--- config.mk ---
export PLATFORM = sky130hd
export DESIGN_NAME = photon_wb_queue
export DESIGN_NICKNAME = d
export VERILOG_FILES = /design/src/rtl/photon_wb_queue.sv
export SDC_FILE = /design/constraint.sdc
export NUM_CORES = 1
export LEC_CHECK = 0
export BUFFER_PORTS_ARGS = -buffer_cell sky130_fd_sc_hd__buf_2
export CELL_PAD_IN_SITES_DETAIL_PLACEMENT = 1
export CELL_PAD_IN_SITES_GLOBAL_PLACEMENT = 2
export CORE_MARGIN = 4
export CORE_UTILIZATION = 44
export CTS_CLUSTER_DIAMETER = 50
export DETAILED_ROUTE_END_ITERATION = 10
export MAX_ROUTING_LAYER = met4
export PLACE_DENSITY_LB_ADDON = 0.05
export REMOVE_ABC_BUFFERS = 1
export SYNTH_ARGS = -nofsm -noshare
export SYNTH_HDL_FRONTEND = slang
export SYNTH_SLANG_ARGS = --single-unit
--- constraint.sdc ---
create_clock -name clk -period 5.33 [get_ports clk]
set_input_delay 1.066 -clock clk [delete_from_list [all_inputs] [get_ports clk]]
set_output_delay 1.066 -clock clk [all_outputs]
set_load 0.005 [all_outputs]
--- src/rtl/photon_wb_queue.sv ---
// photon_wb_queue: in-order write-back queue for photon coprocessor results
// headed for core integer registers. The head drains into the regfile photon
// port one entry per cycle. It yields to a same-register core MEM/WB write so
// that the photon value lands last. It also flags queued targets to decode.
module photon_wb_queue #(
    parameter int DEPTH = 4
) (
    input  logic                       clk,
    input  logic                       Rst,
    input  logic                       req_valid,
    output logic                       req_ready,
    input  logic [4:0]                 req_rd,
    input  logic [31:0]                req_data,
    input  logic                       core_regwrite,
    input  logic [4:0]                 core_rd,
    input  logic                       mem_hold,
    output logic                       photon_regwrite,
    output logic [4:0]                 addr_corereg_photon,
    output logic [31:0]                photon_data_out,
    input  logic [4:0]                 chk_rs1,
    input  logic [4:0]                 chk_rs2,
    output logic                       pending_rs1,
    output logic                       pending_rs2,
    output logic [$clog2(DEPTH+1)-1:0] count
);

    localparam int PTR_W = (DEPTH > 1) ? $clog2(DEPTH) : 1;
    localparam int CNT_W = $clog2(DEPTH + 1);

    logic [PTR_W-1:0] rd_ptr_r;
    logic [PTR_W-1:0] wr_ptr_r;
    logic [CNT_W-1:0] count_r;
    logic [4:0]       rd_mem_r   [DEPTH];
    logic [31:0]      data_mem_r [DEPTH];
    logic [DEPTH-1:0] valid_r;

    logic             empty_s;
    logic             full_s;
    logic             core_wen_s;
    logic             collide_s;
    logic             push_s;
    logic             store_s;
    logic             pop_s;
    logic [4:0]       head_rd_s;
    logic [31:0]      head_data_s;
    logic             hit_rs1_s;
    logic             hit_rs2_s;

    // Head selection, collision detection and handshake decode; reset forces the empty view
    always_comb begin
        empty_s     = (count_r == CNT_W'(0));
        full_s      = (count_r == CNT_W'(DEPTH));
        head_rd_s   = empty_s ? 5'd0  : rd_mem_r[rd_ptr_r];
        head_data_s = empty_s ? 32'd0 : data_mem_r[rd_ptr_r];
        core_wen_s  = core_regwrite && (core_rd != 5'd0) && !mem_hold;
        // The core value must land first, so the photon head waits behind it
        collide_s   = core_wen_s && (core_rd == head_rd_s);
        pop_s       = !Rst && !empty_s && !collide_s;
        push_s      = !Rst && req_valid && !full_s;
        // Writes to x0 complete the handshake but never occupy an entry
        store_s     = push_s && (req_rd != 5'd0);

        req_ready           = Rst || !full_s;
        photon_regwrite     = pop_s;
        addr_corereg_photon = Rst ? 5'd0  : head_rd_s;
        photon_data_out     = Rst ? 32'd0 : head_data_s;
        count               = Rst ? CNT_W'(0) : count_r;
    end

    // Hazard scan across every stored entry, including the one retiring this cycle
    always_comb begin
        hit_rs1_s = 1'b0;
        hit_rs2_s = 1'b0;
        for (int i = 0; i < DEPTH; i++) begin
            hit_rs1_s = hit_rs1_s | (valid_r[i] && (rd_mem_r[i] == chk_rs1));
            hit_rs2_s = hit_rs2_s | (valid_r[i] && (rd_mem_r[i] == chk_rs2));
        end
        pending_rs1 = !Rst && (chk_rs1 != 5'd0) && hit_rs1_s;
        pending_rs2 = !Rst && (chk_rs2 != 5'd0) && hit_rs2_s;
    end

    // FIFO storage, pointers and occupancy; reset discards everything queued
    always_ff @(posedge clk) begin
        if (Rst) begin
            rd_ptr_r <= PTR_W'(0);
            wr_ptr_r <= PTR_W'(0);
            count_r  <= CNT_W'(0);
            valid_r  <= '0;
            for (int i = 0; i < DEPTH; i++) begin
                rd_mem_r[i]   <= 5'd0;
                data_mem_r[i] <= 32'd0;
            end
        end else begin
            // Store and pop never touch the same slot: storing needs a free slot,
            // and popping needs a non-empty queue
            if (store_s) begin
                rd_mem_r[wr_ptr_r]   <= req_rd;
                data_mem_r[wr_ptr_r] <= req_data;
                valid_r[wr_ptr_r]    <= 1'b1;
                wr_ptr_r             <= wr_ptr_r + PTR_W'(1);
            end else begin
                wr_ptr_r <= wr_ptr_r;
            end
            if (pop_s) begin
                valid_r[rd_ptr_r] <= 1'b0;
                rd_ptr_r          <= rd_ptr_r + PTR_W'(1);
            end else begin
                rd_ptr_r <= rd_ptr_r;
            end
            if (store_s && !pop_s) begin
                count_r <= count_r + CNT_W'(1);
            end else if (pop_s && !store_s) begin
                count_r <= count_r - CNT_W'(1);
            end else begin
                count_r <= count_r;
            end
        end
    end

endmodule

---- Word-level counts from Yosys, hierarchy flattened ----
Memories as Yosys holds them, arrays and structs flattened. A register that Yosys moved wholly into a read port is not among the register bits.
Cells that the tools add are included.
word-level totals
  bits in registers ....................... 11
  RAM bits ................................ 148
  word-level logic and storage cells ...... 102
  memories ................................ 2
  input bits .............................. 57
  output and inout port bits .............. 44
cells by class
  magnitude comparators ................... 4
  eq/ne operators ......................... 10
  add/sub/neg operators ................... 4
  multiplexer cells ....................... 29
  reductions and logical operators ........ 40
  bitwise gates (word level) .............. 9
memory list
  name        depth  width  rd ports  clocked after memory_dff  write ports  RTL line  text
  data_mem_r  4      32     1         1                         4            34        logic [31:0] data_mem_r [DEPTH];
  rd_mem_r    4      5      5         1                         4            33        logic [4:0] rd_mem_r [DEPTH];
operator list
  kind                                                                number
  two-way mux 32 bit                                                  3
  == test 5 bit                                                       9
  OR reduction 32 bit                                                 1
  logical AND 1 bit                                                   24
  nonzero test 5 bit                                                  4
  two-way mux 5 bit                                                   3
  two-way mux 2 bit                                                   6
  two-way mux 4 bit                                                   3
  two-way mux 1 bit                                                   9
  two-way mux 3 bit                                                   3
  zero test 1 bit                                                     7
  < comparator 2 x 3 -> 1 bit (second input constant)                 2
  OR 1 bit                                                            6
  OR reduction 5 bit                                                  1
  adder 2 x 1 -> 2 bit (second input constant)                        2
  AND 4 bit                                                           1
  demux 1 bit (select 2 bit)                                          2
  greater-or-equal comparator 2 x 1 -> 1 bit (second input constant)  2
  inverter 4 bit                                                      1
  OR 4 bit                                                            1
  adder 3 x 1 -> 3 bit (second input constant)                        1
  == test 3 bit (second input constant)                               1
  zero test 3 bit                                                     1
  subtractor 3 x 1 -> 3 bit (second input constant)                   1
  2 further kinds                                                     2

---- Logic depth before layout (Yosys ltp) ----
  depth after elaboration ................. 9
  gate-level depth with buffers ........... 14

---- Worst setup path before layout ----
OpenSTA, ideal clock, no wires.
  path kind ............................... in2reg
  from .................................... input Rst
  to ...................................... memory data_mem_r[3][0] (enable)
  path buffers ............................ 0
  setup time .............................. 439 ps
  arrival ................................. 3467 ps
  setup slack ............................. 1424 ps
  stages on the path ...................... 5
  required time ........................... 4891 ps
  cells stage by stage .................... nand2b_1 -> a21oi_1 -> o21a_1 -> nand2_1 -> o21bai_1
RTL lines
  item         RTL line  text
  from (decl)  9         input logic Rst,
  to (decl)    34

==> qor.tcl <==
set qor(outcome) {completed}
set qor(grt_start_max_net_pins) 38
set qor(critPathMaxStageDelay_ns) 0.76
set qor(dr.pass1.iters) 4
set qor(io_buffer_count) 100
set qor(critical_path_class) {reg2out}
set qor(yosysTopAreaCellShare) 0.562
set qor(total_leakage_power_nw) 3.56
set qor(instances_no_fill) 889
set qor(die_x_um) 142
set qor(antenna_found_initial) 0
set qor(place_congestion) 0.826
set qor(routed_via_density) 5.30
set qor(layout.filler_cells) 1724
set qor(start_kind) {flip-flop}
set qor(fin_crit_ns) 4.02
set qor(worst_path_most_repeated_cell) {sky130_fd_sc_hd__a211o_1}
set qor(synthesis.yosys.warnings) 0
set qor(grtUsageTotal) 0.200
set qor(placed_cells_incl_taps) 857
set qor(layout_overhead_on_the_synthesized_area_pct) 16.4
set qor(grt_overflow_total) 0
set qor(synth_edf_count) 148
set qor(netlist.top_cell.by_area) {sky130_fd_sc_hd__edfxtp_1}
set qor(mappedNetlistArea_um2) 7900
set qor(timing.final.max_slew_violations) 0
set qor(fmax_mhz) 249
set qor(synth_cell_type_count) 34
set qor(clockBufferDepth) 2
set qor(ys_top_cells_by_area) {sky130_fd_sc_hd__edfxtp_1 (56%), sky130_fd_sc_hd__and2_1 (12%), sky130_fd_sc_hd__mux4_2 (11%)}
set qor(fp.coreArea_um2) 17500
set qor(rsz0062_at_grt) {no}
set qor(timing.final.hold_violations) 0
set qor(quantity_of_gates_resized_following_cts) 0
set qor(clkSlewWorstSetupHoldPaths_ns) 0.06
set qor(end_kind) {output port}
set qor(avgSynthCellArea_um2) 14.1
set qor(routed_wire_length_per_instance_um) 21.1
set qor(cts-root-buf) {sky130_fd_sc_hd__clkbuf_16}
set qor(drt_iter0_drc) 298
set qor(setup_total_negative_slack_ns) 0
set qor(hold_path.class) {reg2reg}
set qor(synth_seq_cells) 161
set qor(tritoncts) {yes}
set qor(ff_latch_area_um2) 4710
set qor(yosysSeqAreaShare) 0.595
set qor(path_cells) {mux4_2 -> or3_1 -> a211o_1 -> a211o_1 -> and2_4 -> buf_2}
set qor(worst-path-max-fanout) 22
set qor(slew_worst_pin_ns) 1.09
set qor(ys_async_sr_fraction) 0
set qor(floorplan.die.height_um) 142
set qor(vias) 4711
set qor(worst_rel_slew_slack) 0.273
set qor(final.hold.worst_slack_ns) 0.558
set qor(routed_wirelength_um) 18700
set qor(design.final.nets) 718
set qor(max-cap-violations) 0
set qor(post-dp-hpwl_um) 12500
set qor(worst_clk_skew_ns) 0.0110
set qor(area_of_combinational_cells_with_multiple_inputs_um2) 3020
set qor(htree_levels) 4
set qor(fp.dieArea_um2) 20200
set qor(wire_length_of_the_first_global_routing_pass_um) 29500
set qor(clock_network_latency_to_the_later_pin_of_the_worst_skew_pair_ns) 0.43
set qor(syn_inst_count) 561
set qor(worst_ir_drop_vdd_mv) 0.253
set qor(cts_buffers) 17
set qor(placement_row_count) 48
set qor(drc_errors) 0
set qor(final-setup-viol-count) 0
set qor(arrival_ns) 2.95
set qor(antenna_cells) 0
set qor(fin_util) 0.527
set qor(post_cts_buffers) 0
set qor(pin_count) 101
set qor(synth-main-ff-cell) {sky130_fd_sc_hd__edfxtp_1}
set qor(drt.antenna.violating_nets) 0
set qor(cts.sinks) 161
set qor(worst_path_cell_with_the_longest_stage_delay) {sky130_fd_sc_hd__dfxtp_2}
set qor(drive_above_1_share) 0.292
set qor(commonest_cells_in_the_netlist) {sky130_fd_sc_hd__and2_1 (148), sky130_fd_sc_hd__edfxtp_1 (148), sky130_fd_sc_hd__nor2b_1 (40)}
set qor(post-route-period-util) 0.754
set qor(floorplan.initialDensity) 0.452
set qor(power.density_cell_area_nw_per_um2) 396
set qor(first_global_vias) 5097
set qor(cp.required_ns) 4.26
set qor(cts_hold_buffers) 0
-- flip-flops by register name, summed over array words and instances (netlist names), named ones only --
register and cells:
rd_ptr_r 2, rd_mem_r 20, wr_ptr_r 2, count_r 3, valid_r 4, data_mem_r 128
-- per-layer routing --
metal	share of wire	track usage
met1	0.46	0.267
met2	0.49	0.319
met3	0.040	0.0400
met4	0.0096	0.0470
met5	0	-
-- where the power goes --
part / internal, mW / switching, mW / total [mW]
clock network: 0.648 / 0.512 / 1.16
registers: 1.51 / 0.0959 / 1.61
logic: 0.444 / 0.432 / 0.876
-- cell usage in the layout (no fill, tap or decap), types with 11 or more instances in the layout --
cell,Yosys,layout
sky130_fd_sc_hd__clkbuf_16,0,17
sky130_fd_sc_hd__buf_2,0,100
sky130_fd_sc_hd__and2_1,148,148
sky130_fd_sc_hd__xor2_1,34,34
sky130_fd_sc_hd__dfxtp_1,13,11
sky130_fd_sc_hd__xnor2_1,13,13
sky130_fd_sc_hd__edfxtp_1,148,148
sky130_fd_sc_hd__buf_4,0,11
sky130_fd_sc_hd__nor2b_1,40,40
sky130_fd_sc_hd__mux4_2,37,37
-- logic make-up (layout without fill, tap and decap cells) --
kind of cell	Yosys count	count (layout)	share of synthesized area
simple gates	232	232	0.180
mux	39	39	0.108
compound gates	24	24	0.0228
xor+xnor	47	47	0.0521
buf+inv	48	151	0.0247
flops	161	161	0.595
fa+ha+maj	10	10	0.0168
-- through the flow --
stage	power, mW	area, um^2	setup slack, ns
after floorplan	2.20	7730	0.649
after global placement	2.51	8640	1.50
after detailed placement	2.54	8640	1.39
after CTS	3.69	9200	1.27
after global routing	3.83	9200	1.19
final	3.64	9200	1.31
-- worst max-delay path: cells and delay by family (launching register included) --
kind	cells	cell delay (ns)
flops	1	0.76
simple gates	2	0.59
compound gates	2	0.56
mux	1	0.47
buf+inv	1	0.14
-- final timing paths --
path | start | endpoint | slack [ns] | cells after the start
setup / recovery | flip-flop | photon_regwrite | 1.31 | 6
hold reg to reg | rd_ptr_r[0]$_SDFFE_PP0N_ | flip-flop | 0.56 | 2
setup reg to reg | flip-flop | count_r[2]$_SDFFE_PP0P_ | 1.57 | 12
hold / removal | rd_ptr_r[0]$_SDFFE_PP0N_ | flip-flop | 0.56 | 2
-- area by class of cell --
class / instances / share of cell area
clock buffer: 18 / 0.0466
clock inverter: 14 / 0.0144
inverter: 7 / 0.00285
multi-input combinational: 352 / 0.329
sequential: 161 / 0.511
tap: 225 / 0.0306
timing repair buffer: 112 / 0.0655
No activity file was read; power rests on OpenSTA's default activity.
